[src/rtl/fp_pkg.sv]
// Shared types and helpers for the parametrised floating-point multiplier.
package fp_pkg;

   typedef enum logic [2:0] {
      CLS_ZERO,
      CLS_SUB,
      CLS_NORM,
      CLS_INF,
      CLS_NAN
   } fp_class_e;

   localparam int unsigned FLAG_W        = 5;
   localparam int unsigned FLG_INVALID   = 4;
   localparam int unsigned FLG_OVERFLOW  = 3;
   localparam int unsigned FLG_UNDERFLOW = 2;
   localparam int unsigned FLG_INEXACT   = 1;
   localparam int unsigned FLG_ZERO      = 0;

   function automatic int unsigned fp_bias(input int unsigned exp_w);
      return (32'd1 << (exp_w - 32'd1)) - 32'd1;
   endfunction

   // Positive quiet NaN: exponent all ones, mantissa MSB set, rest clear.
   function automatic logic [63:0] fp_canon_nan(input int unsigned exp_w, input int unsigned man_w);
      return (((64'd1 << exp_w) - 64'd1) << man_w) | (64'd1 << (man_w - 32'd1));
   endfunction

endpackage

[src/rtl/fp_unpack.sv]
// Splits a float word into sign, effective exponent, mantissa with implicit bit and class.
// FP_MULT_SUBNORMAL_EN keeps subnormals; otherwise they are read as signed zero.
module fp_unpack
   import fp_pkg::*;
#(
   parameter int unsigned EXP_W = 5,
   parameter int unsigned MAN_W = 10
) (
   input  logic [EXP_W+MAN_W:0] word,
   output logic                 sign,
   output logic [EXP_W-1:0]     expo,
   output logic [MAN_W:0]       man,
   output fp_class_e            cls
);

   logic [EXP_W-1:0] exp_f;
   logic [MAN_W-1:0] man_f;

   assign exp_f = word[EXP_W+MAN_W-1:MAN_W];
   assign man_f = word[MAN_W-1:0];
   assign sign  = word[EXP_W+MAN_W];

   always_comb begin
      expo = exp_f;
      man  = {1'b1, man_f};
      cls  = CLS_NORM;
      if (exp_f == '1) begin
         cls = (man_f == '0) ? CLS_INF : CLS_NAN;
      end else if (exp_f == '0) begin
         if (man_f == '0) begin
            cls = CLS_ZERO;
            man = '0;
         end else begin
`ifdef FP_MULT_SUBNORMAL_EN
            cls  = CLS_SUB;
            expo = EXP_W'(1);
            man  = {1'b0, man_f};
`else
            cls  = CLS_ZERO;
            man  = '0;
`endif
         end
      end
   end

endmodule

[src/rtl/fp_mult_pipe.sv]
// Three-stage pipelined float multiplier with valid/ready flow control and RNE rounding.
// FP_MULT_SUBNORMAL_EN enables gradual underflow; default build flushes subnormals to zero.
module fp_mult_pipe
   import fp_pkg::*;
#(
   parameter int unsigned EXP_W = 5,
   parameter int unsigned MAN_W = 10
) (
   input  logic                 clk,
   input  logic                 rst,
   input  logic [EXP_W+MAN_W:0] a,
   input  logic [EXP_W+MAN_W:0] b,
   input  logic                 in_valid,
   output logic                 in_ready,
   output logic [EXP_W+MAN_W:0] x,
   output logic                 out_valid,
   input  logic                 out_ready,
   output logic [4:0]           flags
);

   localparam int unsigned W    = 1 + EXP_W + MAN_W;
   localparam int unsigned PW   = 2 * MAN_W + 2;
   localparam int unsigned SW   = EXP_W + 2;
   localparam int unsigned LZW  = $clog2(PW + 1);
   localparam int unsigned EW   = SW + LZW + 1;
   localparam int unsigned BIAS = fp_bias(EXP_W);
   localparam int unsigned EMAX = (32'd1 << EXP_W) - 32'd1;
   localparam logic [W-1:0] QNAN = W'(fp_canon_nan(EXP_W, MAN_W));

   logic advance;
   assign advance  = !out_valid || out_ready;
   assign in_ready = advance;

   // S1 operand decode and special-value resolution
   logic             ua_sign, ub_sign;
   logic [EXP_W-1:0] ua_exp, ub_exp;
   logic [MAN_W:0]   ua_man, ub_man;
   fp_class_e        ua_cls, ub_cls;

   fp_unpack #(.EXP_W(EXP_W), .MAN_W(MAN_W)) u_unpack_a (
      .word(a), .sign(ua_sign), .expo(ua_exp), .man(ua_man), .cls(ua_cls));
   fp_unpack #(.EXP_W(EXP_W), .MAN_W(MAN_W)) u_unpack_b (
      .word(b), .sign(ub_sign), .expo(ub_exp), .man(ub_man), .cls(ub_cls));

   logic              sign_c, nan_in_c, inf_in_c, zero_in_c;
   logic              spec_c;
   logic [W-1:0]      spec_x_c;
   logic [FLAG_W-1:0] spec_flags_c;

   always_comb begin
      sign_c       = ua_sign ^ ub_sign;
      nan_in_c     = (ua_cls == CLS_NAN) || (ub_cls == CLS_NAN);
      inf_in_c     = (ua_cls == CLS_INF) || (ub_cls == CLS_INF);
      zero_in_c    = (ua_cls == CLS_ZERO) || (ub_cls == CLS_ZERO);
      spec_c       = 1'b0;
      spec_x_c     = '0;
      spec_flags_c = '0;
      if (nan_in_c || (inf_in_c && zero_in_c)) begin
         spec_c                    = 1'b1;
         spec_x_c                  = QNAN;
         spec_flags_c[FLG_INVALID] = !nan_in_c;
      end else if (inf_in_c) begin
         spec_c   = 1'b1;
         spec_x_c = {sign_c, {EXP_W{1'b1}}, {MAN_W{1'b0}}};
      end else if (zero_in_c) begin
         spec_c                 = 1'b1;
         spec_x_c               = {sign_c, (W-1)'(0)};
         spec_flags_c[FLG_ZERO] = 1'b1;
      end
   end

   logic              s1_valid, s1_sign, s1_spec;
   logic [W-1:0]      s1_spec_x;
   logic [FLAG_W-1:0] s1_spec_flags;
   logic [EXP_W-1:0]  s1_ea, s1_eb;
   logic [MAN_W:0]    s1_ma, s1_mb;

   logic                 s2_valid, s2_sign, s2_spec;
   logic [W-1:0]         s2_spec_x;
   logic [FLAG_W-1:0]    s2_spec_flags;
   logic signed [SW-1:0] s2_exp;
   logic [PW-1:0]        s2_prod;

   // S3 normalise, denormalise or flush, round, pack
   logic [LZW-1:0]       lz;
   logic [PW-1:0]        m, m_d;
   logic signed [EW-1:0] er, exp_f;
   logic                 tiny, flush, guard, rest, round_up, inexact;
   logic [MAN_W:0]       kept;
   logic [MAN_W+1:0]     sum;
   logic [W-1:0]         res_x_c;
   logic [FLAG_W-1:0]    res_flags_c;
`ifdef FP_MULT_SUBNORMAL_EN
   logic [EW-1:0]        sh;
`endif

   always_comb begin
`ifdef FP_MULT_SUBNORMAL_EN
      lz = LZW'(PW);
      for (int i = 0; i < PW; i++) begin
         if (s2_prod[i]) lz = LZW'(PW - 1 - i);
      end
`else
      lz = s2_prod[PW-1] ? '0 : LZW'(1);
`endif
      m     = s2_prod << lz;
      er    = EW'(s2_exp) + EW'(1) - EW'(lz);
      tiny  = er[EW-1] || (er == '0);
      m_d   = m;
      flush = 1'b0;
      if (tiny) begin
`ifdef FP_MULT_SUBNORMAL_EN
         sh = EW'(1) - er;
         if (sh >= EW'(PW)) m_d = PW'(|m);
         else m_d = (m >> sh) | PW'(|(m & ~({PW{1'b1}} << sh)));
`else
         flush = 1'b1;
`endif
      end
`ifdef FP_MULT_SUBNORMAL_EN
      else begin
         sh = '0;
      end
`endif
      kept     = m_d[PW-1 -: MAN_W+1];
      guard    = m_d[MAN_W];
      rest     = |m_d[MAN_W-1:0];
      round_up = guard && (rest || kept[0]);
      inexact  = guard || rest;
      sum      = {1'b0, kept} + (MAN_W+2)'(round_up);
      // Top two sum bits fold in the implicit bit and any rounding carry-out.
      exp_f    = (tiny ? EW'(0) : er - EW'(1)) + EW'(sum[MAN_W+1:MAN_W]);

      res_x_c     = '0;
      res_flags_c = '0;
      if (s2_spec) begin
         res_x_c     = s2_spec_x;
         res_flags_c = s2_spec_flags;
      end else if (flush) begin
         res_x_c                    = {s2_sign, (W-1)'(0)};
         res_flags_c[FLG_UNDERFLOW] = 1'b1;
         res_flags_c[FLG_INEXACT]   = 1'b1;
         res_flags_c[FLG_ZERO]      = 1'b1;
      end else if (exp_f >= EW'(EMAX)) begin
         res_x_c                   = {s2_sign, {EXP_W{1'b1}}, {MAN_W{1'b0}}};
         res_flags_c[FLG_OVERFLOW] = 1'b1;
         res_flags_c[FLG_INEXACT]  = 1'b1;
      end else begin
         res_x_c                    = {s2_sign, exp_f[EXP_W-1:0], sum[MAN_W-1:0]};
         res_flags_c[FLG_INEXACT]   = inexact;
         res_flags_c[FLG_UNDERFLOW] = tiny && inexact;
         res_flags_c[FLG_ZERO]      = (exp_f[EXP_W-1:0] == '0) && (sum[MAN_W-1:0] == '0);
      end
   end

   // Stage valids and the output register; reset drops everything in flight
   always_ff @(posedge clk) begin
      if (rst) begin
         s1_valid  <= 1'b0;
         s2_valid  <= 1'b0;
         out_valid <= 1'b0;
         x         <= '0;
         flags     <= '0;
      end else if (advance) begin
         s1_valid  <= in_valid;
         s2_valid  <= s1_valid;
         out_valid <= s2_valid;
         if (s2_valid) begin
            x     <= res_x_c;
            flags <= res_flags_c;
         end
      end
   end

   always_ff @(posedge clk) begin
      if (advance) begin
         s1_sign       <= sign_c;
         s1_spec       <= spec_c;
         s1_spec_x     <= spec_x_c;
         s1_spec_flags <= spec_flags_c;
         s1_ea         <= ua_exp;
         s1_eb         <= ub_exp;
         s1_ma         <= ua_man;
         s1_mb         <= ub_man;
         s2_sign       <= s1_sign;
         s2_spec       <= s1_spec;
         s2_spec_x     <= s1_spec_x;
         s2_spec_flags <= s1_spec_flags;
         s2_exp        <= $signed(SW'(s1_ea)) + $signed(SW'(s1_eb)) - $signed(SW'(BIAS));
         s2_prod       <= PW'(s1_ma) * PW'(s1_mb);
      end
   end

endmodule

[config.mk]
export PLATFORM = sky130hd
export DESIGN_NAME = fp_mult_pipe
export DESIGN_NICKNAME = d
export VERILOG_FILES = /design/src/rtl/fp_pkg.sv /design/src/rtl/fp_unpack.sv /design/src/rtl/fp_mult_pipe.sv
export SDC_FILE = /design/constraint.sdc
export NUM_CORES = 1
export LEC_CHECK = 0
export ABC_AREA = 1
export CORE_MARGIN = 1.5
export CORE_UTILIZATION = 65
export CTS_CLUSTER_DIAMETER = 150
export CTS_CLUSTER_SIZE = 30
export DETAILED_ROUTE_END_ITERATION = 12
export DONT_BUFFER_PORTS = 1
export GPL_ROUTABILITY_DRIVEN = 0
export PLACE_DENSITY = 0.81
export SKIP_CTS_REPAIR_TIMING = 1
export SLEW_MARGIN = 40
export SYNTH_ARGS = -nofsm -noshare
export SYNTH_HDL_FRONTEND = slang
export SYNTH_SLANG_ARGS = --single-unit
[constraint.sdc]
create_clock -name clk -period 5.93 [get_ports clk]
set_input_delay 0.593 -clock clk [delete_from_list [all_inputs] [get_ports clk]]
set_output_delay 0.593 -clock clk [all_outputs]
set_load 0.02 [all_outputs]
==> results of run 1 <==
[logic make-up after synthesis]
group / synth area share [%]
xor+xnor: 3.10
flops: 30.2
buf+inv: 12.4
mux: 0.222
compound gates: 5.93
fa+ha+maj: 29.8
simple gates: 18.3
[worst max-delay path: stages, from the launching register on]
cell and delay (ns):
edfxtp_1 0.64, nand2_1 0.15, fa_1 0.51, fa_1 0.56, inv_1 0.06, fa_1 0.52
inv_1 0.05, fa_1 0.53, inv_1 0.05, fa_1 0.48, ha_1 0.38, a21oi_1 0.22
o211ai_1 0.15, a31o_2 0.24, nand2_1 0.05, inv_1 0.04, o21ai_0 0.13, nand2_1 0.12
nand2_1 0.08, nand2_1 0.06, xor2_1 0.15
[cells in the mapped netlist (5+ instances only)]
cell type	count
a21oi_1	40
clkbuf_1	28
dfxtp_1	24
edfxtp_1	75
fa_1	82
ha_1	84
inv_1	255
nand2_1	267
nand2_2	5
nand3_1	23
nand3b_1	6
nand4_1	6
nor2_1	46
nor2_2	8
nor3_1	7
nor4_1	10
o21ai_0	21
xnor2_1	11
xor2_1	21
[metrics by stage]
step           instance area (µm²)  hold WS [ns]  cells
5_1_grt                       9430         0.282   1234
3_3_place_gp                  9140         0.401   1218
2_1_floorplan                 9030         0.400   1070
4_1_cts                       9430         0.281   1234
3_5_place_dp                  9140         0.405   1218
6_report                      9430         0.287   1234
[layout by cell type (no fill, tap or decap), types with 7 or more instances in the layout]
cell	netlist	layout
xnor2_1	11	11
ha_1	84	84
nand3_1	23	23
edfxtp_1	75	75
nor3_1	7	7
clkbuf_16	0	9
nand2_1	267	267
inv_1	255	254
dfxtp_1	24	24
o21ai_0	21	21
a21oi_1	40	40
nor2_1	46	46
nor4_1	10	10
xor2_1	21	21
fa_1	82	82
nor2_2	8	8
[cell type report]
type | count | area share (%)
repair buffers | 4 | 0.318
clock inverters | 5 | 0.571
well taps | 176 | 2.34
inverters | 259 | 10.3
clock buffers | 11 | 2.47
flip-flops and latches | 99 | 29.0
multi-input cells | 680 | 55.0
[report_power, final]
group	switching (W)	internal, W
combinational	0.00192	0.00124
clock	0.000242	0.000324
sequential	0.000119	0.00101
total	0.00228	0.00258
[registers in the layout (all words and copies together) (netlist names)]
name	count
s1_sign	1
s2_exp	7
flags	5
s2_prod	22
s2_sign	1
s2_spec	1
out_valid	1
s1_ma	11
s1_ea	5
s1_spec	1
s2_spec_flags	2
s1_mb	11
s1_valid	1
s1_eb	5
s2_valid	1
s2_spec_x	3
s1_spec_x	3
s1_spec_flags	2
x	16
[per-layer routing]
layer	track usage [%]	part of all wire, %	vias to the layer above
met3	5.26	5.9	47
met2	45.8	50	217
met4	8.75	2.6	0
met1	30.6	41	3027
met5	0	0	-
li1	-	-	3243
[worst min-delay path by stage]
stage                          to  cells after the start          start  slack [ns]
global placement    s2_spec_x[14]                      0  s1_spec_x[13]        0.40
global route                 x[8]                      1            rst        0.28
floorplan                 s2_sign                      0        s1_sign        0.40
detailed placement        s2_sign                      0        s1_sign        0.41
CTS                          x[8]                      1            rst        0.28
finish                       x[8]                      1            rst        0.29
==> key figures, run 1 <==
Run status
  – Status: finished, final reports clean

Timing
  – Final Hold Viols: 0
  – Max-slew violations: 0
  – Period utilisation layout: between 90% and 100%
  – Clock skew: around 0.0047 ns
  – RSZ-0062 raised after global routing: no
  – TNS Setup: 0 ns
  – Fin worst setup slack: about 0.5 ns
  – Max transition margin: a little over 50%
  – Final min period: 5.42 ns
  – Worst-margin pin slew: 0.715 ns
  – Fmax: between 150 and 200 MHz
  – Final setup fails: 0

Floorplan
  – Die Span Y: around 120 µm
  – Initial Util: around 67%
  – Die W: about 120 µm
  – CORE AREA: between 0.01 and 0.015 mm²
  – Row cnt: between 40 and 50
  – Io pins: 59
  – Die area: around 0.015 mm²

Final layout
  – Share of cells above drive strength 1: under 10%
  – NumNets Final: ~1300
  – N_diodes: 0
  – Fillers: between 1000 and 1500
  – Layout area overhead: 4.38%
  – Area of the multi-input gates: approximately 0.0052 mm²
  – Final Util: about 70%
  – Register area: ~0.0027 mm²

Power
  – Worst ir drop on vdd: between 300 and 400 µV
  – Static leakage: between 5 and 6 nW
  – PwrDens: between 500 and 600 mW/mm²
  – Tot Pwr: slightly below 0.005 W

Synthesis
  – Unique cell type count in the Yosys netlist: between 40 and 50
  – Post-Syn Nets: 1272
  – Synth top area cells: edfxtp_1 (25%), fa_1 (18%), ha_1 (12%)
  – Cell taking the most area after synthesis: edfxtp_1
  – Post-synth EDFFs: 75
  – Avg Inst Size Synth: 8.44 µm²
  – Synthesized cell area: ~0.009 mm²
  – Fraction of registers with async set/reset: 0%
  – Prevailing post-synth register cell: edfxtp_1
  – Syn. warnings: 0
  – Synth Register Bits: between 90 and 100
  – Synth top area share: approximately a quarter
  – Post-synthesis sequential area ratio: between 30 and 40%
  – Cells after Synth: roughly 1100

Route
  – Routed WL: 17.4 mm
  – Final ANT Viol Nets: 0
  – Vias: ~6500
  – Vias per cell: roughly 5.3
  – Drt pass-1 iters: 5
  – WL/cell: about 14 µm
  – Iteration-0 DRC Markers: approximately 320
  – Remaining DRCs: 0

Worst setup path
  – Worst r2r path cells: 20
  – Crit. End Element: flip-flop
  – Critical path type: reg2reg
  – Critical Path End: s2_prod[17]
  – Worst Path Max Fanout: 11
  – Worst r2r src: s1_mb[9]
  – CP Launch Type: flip-flop
  – Crit path launch: s1_mb[9]
  – Reg2Reg Setup Slack: approximately 0.5 ns
  – Worst EP arrival: about 5.5 ns
  – Req. time, crit path: roughly 6 ns
  – FF-to-FF End: s2_prod[17]

Placed design
  – Place WS: roughly 0.58 ns
  – Detailed Place HPWL: approximately 14 mm
  – IO buf count: 0

GRT
  – Vias in the first global route: ~6600
  – Initial antenna violation count: 0
  – First-pass GRT wire length: ~29 mm
  – Total grt overflow: 0
  – GRT Overall Usage: about 26%
  – Largest net degree at the start of global routing: 54

Clocking
  – Num CTS Buffers: 9
  – H-tree depth: 3
  – Sink Count: 99
  – TritonCTS clock tree: built
  – Clock Path Buffers: 2
  – Clock Latency Late Sink: roughly 0.36 ns
  – Clk root buf: clkbuf_16
  – Clock-pin slew on the worst setup and hold paths: ~0.060 ns

Flow run
  – Max-Cap Viols: 0

Min path
  – Hold Crit Class: in2reg
(Power assumes the default switching activity.)
==> run 2: changes to the inputs <==
--- a/config.mk
+++ b/config.mk
@@ -8,6 +8,7 @@
 export ABC_AREA = 1
 export CORE_MARGIN = 1.5
 export CORE_UTILIZATION = 65
+export CTS_BUF_LIST = sky130_fd_sc_hd__clkbuf_16
 export CTS_CLUSTER_DIAMETER = 150
 export CTS_CLUSTER_SIZE = 30
 export DETAILED_ROUTE_END_ITERATION = 12
==> key figures, run 2 (synthesis results as in run 1) <==
Worst setup path
  – Reg2Reg Setup Slack: 0.52 ns (about the same)
  – Critical path type: reg2reg
  – FF-to-FF End: s2_prod[19]
  – Worst r2r src: s1_mb[9]
  – Worst Path Max Fanout: 11 (unchanged)
  – Worst EP arrival: 5.52 ns (about the same)
  – Critical Path End: s2_prod[19]
  – Worst r2r path cells: 20 (unchanged)
  – Crit path launch: s1_mb[9]
  – Crit. End Element: flip-flop
  – Req. time, crit path: 6.04 ns (about the same)
  – CP Launch Type: flip-flop

Flow run
  – Max-Cap Viols: 0 (unchanged)

Timing
  – Max-slew violations: 0 (unchanged)
  – Hold_ws: 0.291 ns (+0.00358 ns)
  – Period utilisation layout: 91.2% (-0.19 points)
  – Final min period: 5.41 ns (-0.0115 ns)
  – Clock skew: 0.00543 ns (+0.000741 ns)
  – Worst-margin pin slew: 0.715 ns (unchanged)
  – RSZ-0062 raised after global routing: no
  – Fmax: 185 MHz (+0.21%)
  – Final Hold Viols: 0 (unchanged)
  – TNS Setup: 0 ns (unchanged)
  – Final setup fails: 0 (unchanged)
  – Max transition margin: 51.9% (unchanged)

Final layout
  – Largest register FFs: 22 (unchanged)
  – Most flop-heavy register: s2_prod
  – Share of cells above drive strength 1: 4.25% (unchanged)
  – Commonest cells after routing, fill and taps aside: nand2_1 (267), inv_1 (256), ha_1 (84), fa_1 (82), edfxtp_1 (75)
  – Fillers: 1046 (unchanged)
  – Most common cell after layout, fill and taps aside: nand2_1
  – Layout area overhead: 4.38% (unchanged)
  – Area of the multi-input gates: 0.00519 mm² (unchanged)
  – Largest registers: s2_prod x22, x x16
  – Register area: 0.00273 mm² (unchanged)
  – N_diodes: 0 (unchanged)
  – NumNets Final: 1255 (unchanged)

Floorplan
  – Die area: 0.0146 mm² (unchanged)
  – Die W: 121 µm (unchanged)
  – Die Span Y: 121 µm (unchanged)
  – Io pins: 59 (unchanged)
  – Initial Util: 67.4% (unchanged)
  – CORE AREA: 0.0134 mm² (unchanged)
  – Row cnt: 42 (unchanged)

Clocking
  – TritonCTS clock tree: built
  – Num CTS Buffers: 9 (unchanged)
  – Clock-pin slew on the worst setup and hold paths: 0.06 ns (about the same)
  – Clock Path Buffers: 2 (unchanged)
  – Clk root buf: clkbuf_16
  – Clock Latency Late Sink: 0.36 ns (about the same)
  – H-tree depth: 3 (unchanged)
  – Sink Count: 99 (unchanged)

Min path
  – Hold Crit Class: in2reg
  – Hold path depth: 1 (unchanged)

Route
  – Routed WL: 17.4 mm (about the same)
  – WL/cell: 14.1 µm (about the same)
  – Final ANT Viol Nets: 0 (unchanged)
  – Vias: 6528 (-0.092%)
  – Iteration-0 DRC Markers: 324 (unchanged)
  – Drt pass-1 iters: 5 (unchanged)
  – Remaining DRCs: 0 (unchanged)
  – Vias per cell: 5.29 (about the same)

Power
  – Int Power: 0.00257 W (-0.14%)
  – PwrDens: 514 mW/mm² (-0.13%)
  – Worst ir drop on vdd: 303 µV (about the same)
  – Clock network power share: 11.6% (about the same)
  – Logic gate share of total power: 65.0% (about the same)
  – Seq pwr share: 23.4% (about the same)
  – Static leakage: 5.07 nW (+0.16%)
  – Net Sw Frac: 46.9% (about the same)
  – P_sw: 0.00228 W (-0.13%)

GRT
  – GRT Overall Usage: 25.6% (unchanged)
  – Largest net degree at the start of global routing: 54 (unchanged)
  – Total grt overflow: 0 (unchanged)
  – Vias in the first global route: 6561 (unchanged)
  – Initial antenna violation count: 0 (unchanged)
  – First-pass GRT wire length: 29.2 mm (unchanged)

Run status
  – Status: finished, final reports clean

Placed design
  – IO buf count: 0 (unchanged)
  – Detailed Place HPWL: 14.1 mm (unchanged)
-- run 2: changes by cell type in the layout (fill, tap and decap cells not counted), sizes merged --
| cell | before | now |
|---|---|---|
| inv | 257 | 259 |
| clkbuf | 11 | 9 |
-- run 2: power groups by stage --
stage	sequential (W)	combinational, W	clock (W)
detailed placement	0.00115	0.00313	0
CTS	0.00113	0.00316	0.000570
floorplan	0.00109	0.00260	0
global placement	0.00114	0.00302	0
global route	0.00115	0.00363	0.000593
finish	0.00113	0.00315	0.000561
-- run 2: area by class of cell --
| cell class | instances | share of cell area [%] |
|---|---|---|
| clock buffer | 9 | 2.39 |
| inverter | 259 | 10.3 |
| multi-input combinational | 680 | 55.0 |
| tap | 176 | 2.34 |
| timing repair buffer | 4 | 0.318 |
| clock inverter | 7 | 0.650 |
| sequential | 99 | 29.0 |
-- run 2: per-stage QoR --
step	util [%]	setup slack (ns)	total power (W)	instance area (µm²)	instances
2_1_floorplan	-	0.799	0.00369	9030	1070
4_1_cts	70.4	0.570	0.00486	9430	1234
6_report	70.4	0.522	0.00485	9430	1234
3_5_place_dp	68.2	0.578	0.00428	9140	1218
5_1_grt	70.4	0.253	0.00537	9430	1234
3_3_place_gp	68.2	0.687	0.00416	9140	1218
-- run 2: worst max-delay path: stages (launching register included) --
cell      delay [ns]
edfxtp_1        0.63
nand2_1         0.15
fa_1            0.51
fa_1            0.56
inv_1           0.06
fa_1            0.52
inv_1           0.05
fa_1            0.53
inv_1           0.05
fa_1            0.48
ha_1            0.38
a21oi_1         0.22
o211ai_1        0.15
a31o_2          0.24
nand2_1         0.05
inv_1           0.04
o21ai_0         0.13
nand2_1         0.12
nand3_1         0.08
nand2_1         0.06
xor2_1          0.13
-- run 2: worst min path at each step --
| stage | start | to | slack [ns] |
|---|---|---|---|
| after floorplan | s1_sign | s2_sign | 0.40 |
| final | rst | x[8] | 0.29 |
| after detailed placement | s1_sign | s2_sign | 0.41 |
| after CTS | rst | x[8] | 0.28 |
| after global placement | s1_spec_x[13] | s2_spec_x[14] | 0.40 |
| after global routing | rst | x[8] | 0.28 |
-- run 2: routing by layer --
layer / global-route usage [%] / share of wire, % / up-vias
met1: 30.6 / 41 / 3020
met5: 0 / 0 / -
li1: - / - / 3244
met2: 45.8 / 50 / 216
met3: 5.26 / 5.7 / 48
met4: 8.75 / 2.6 / 0
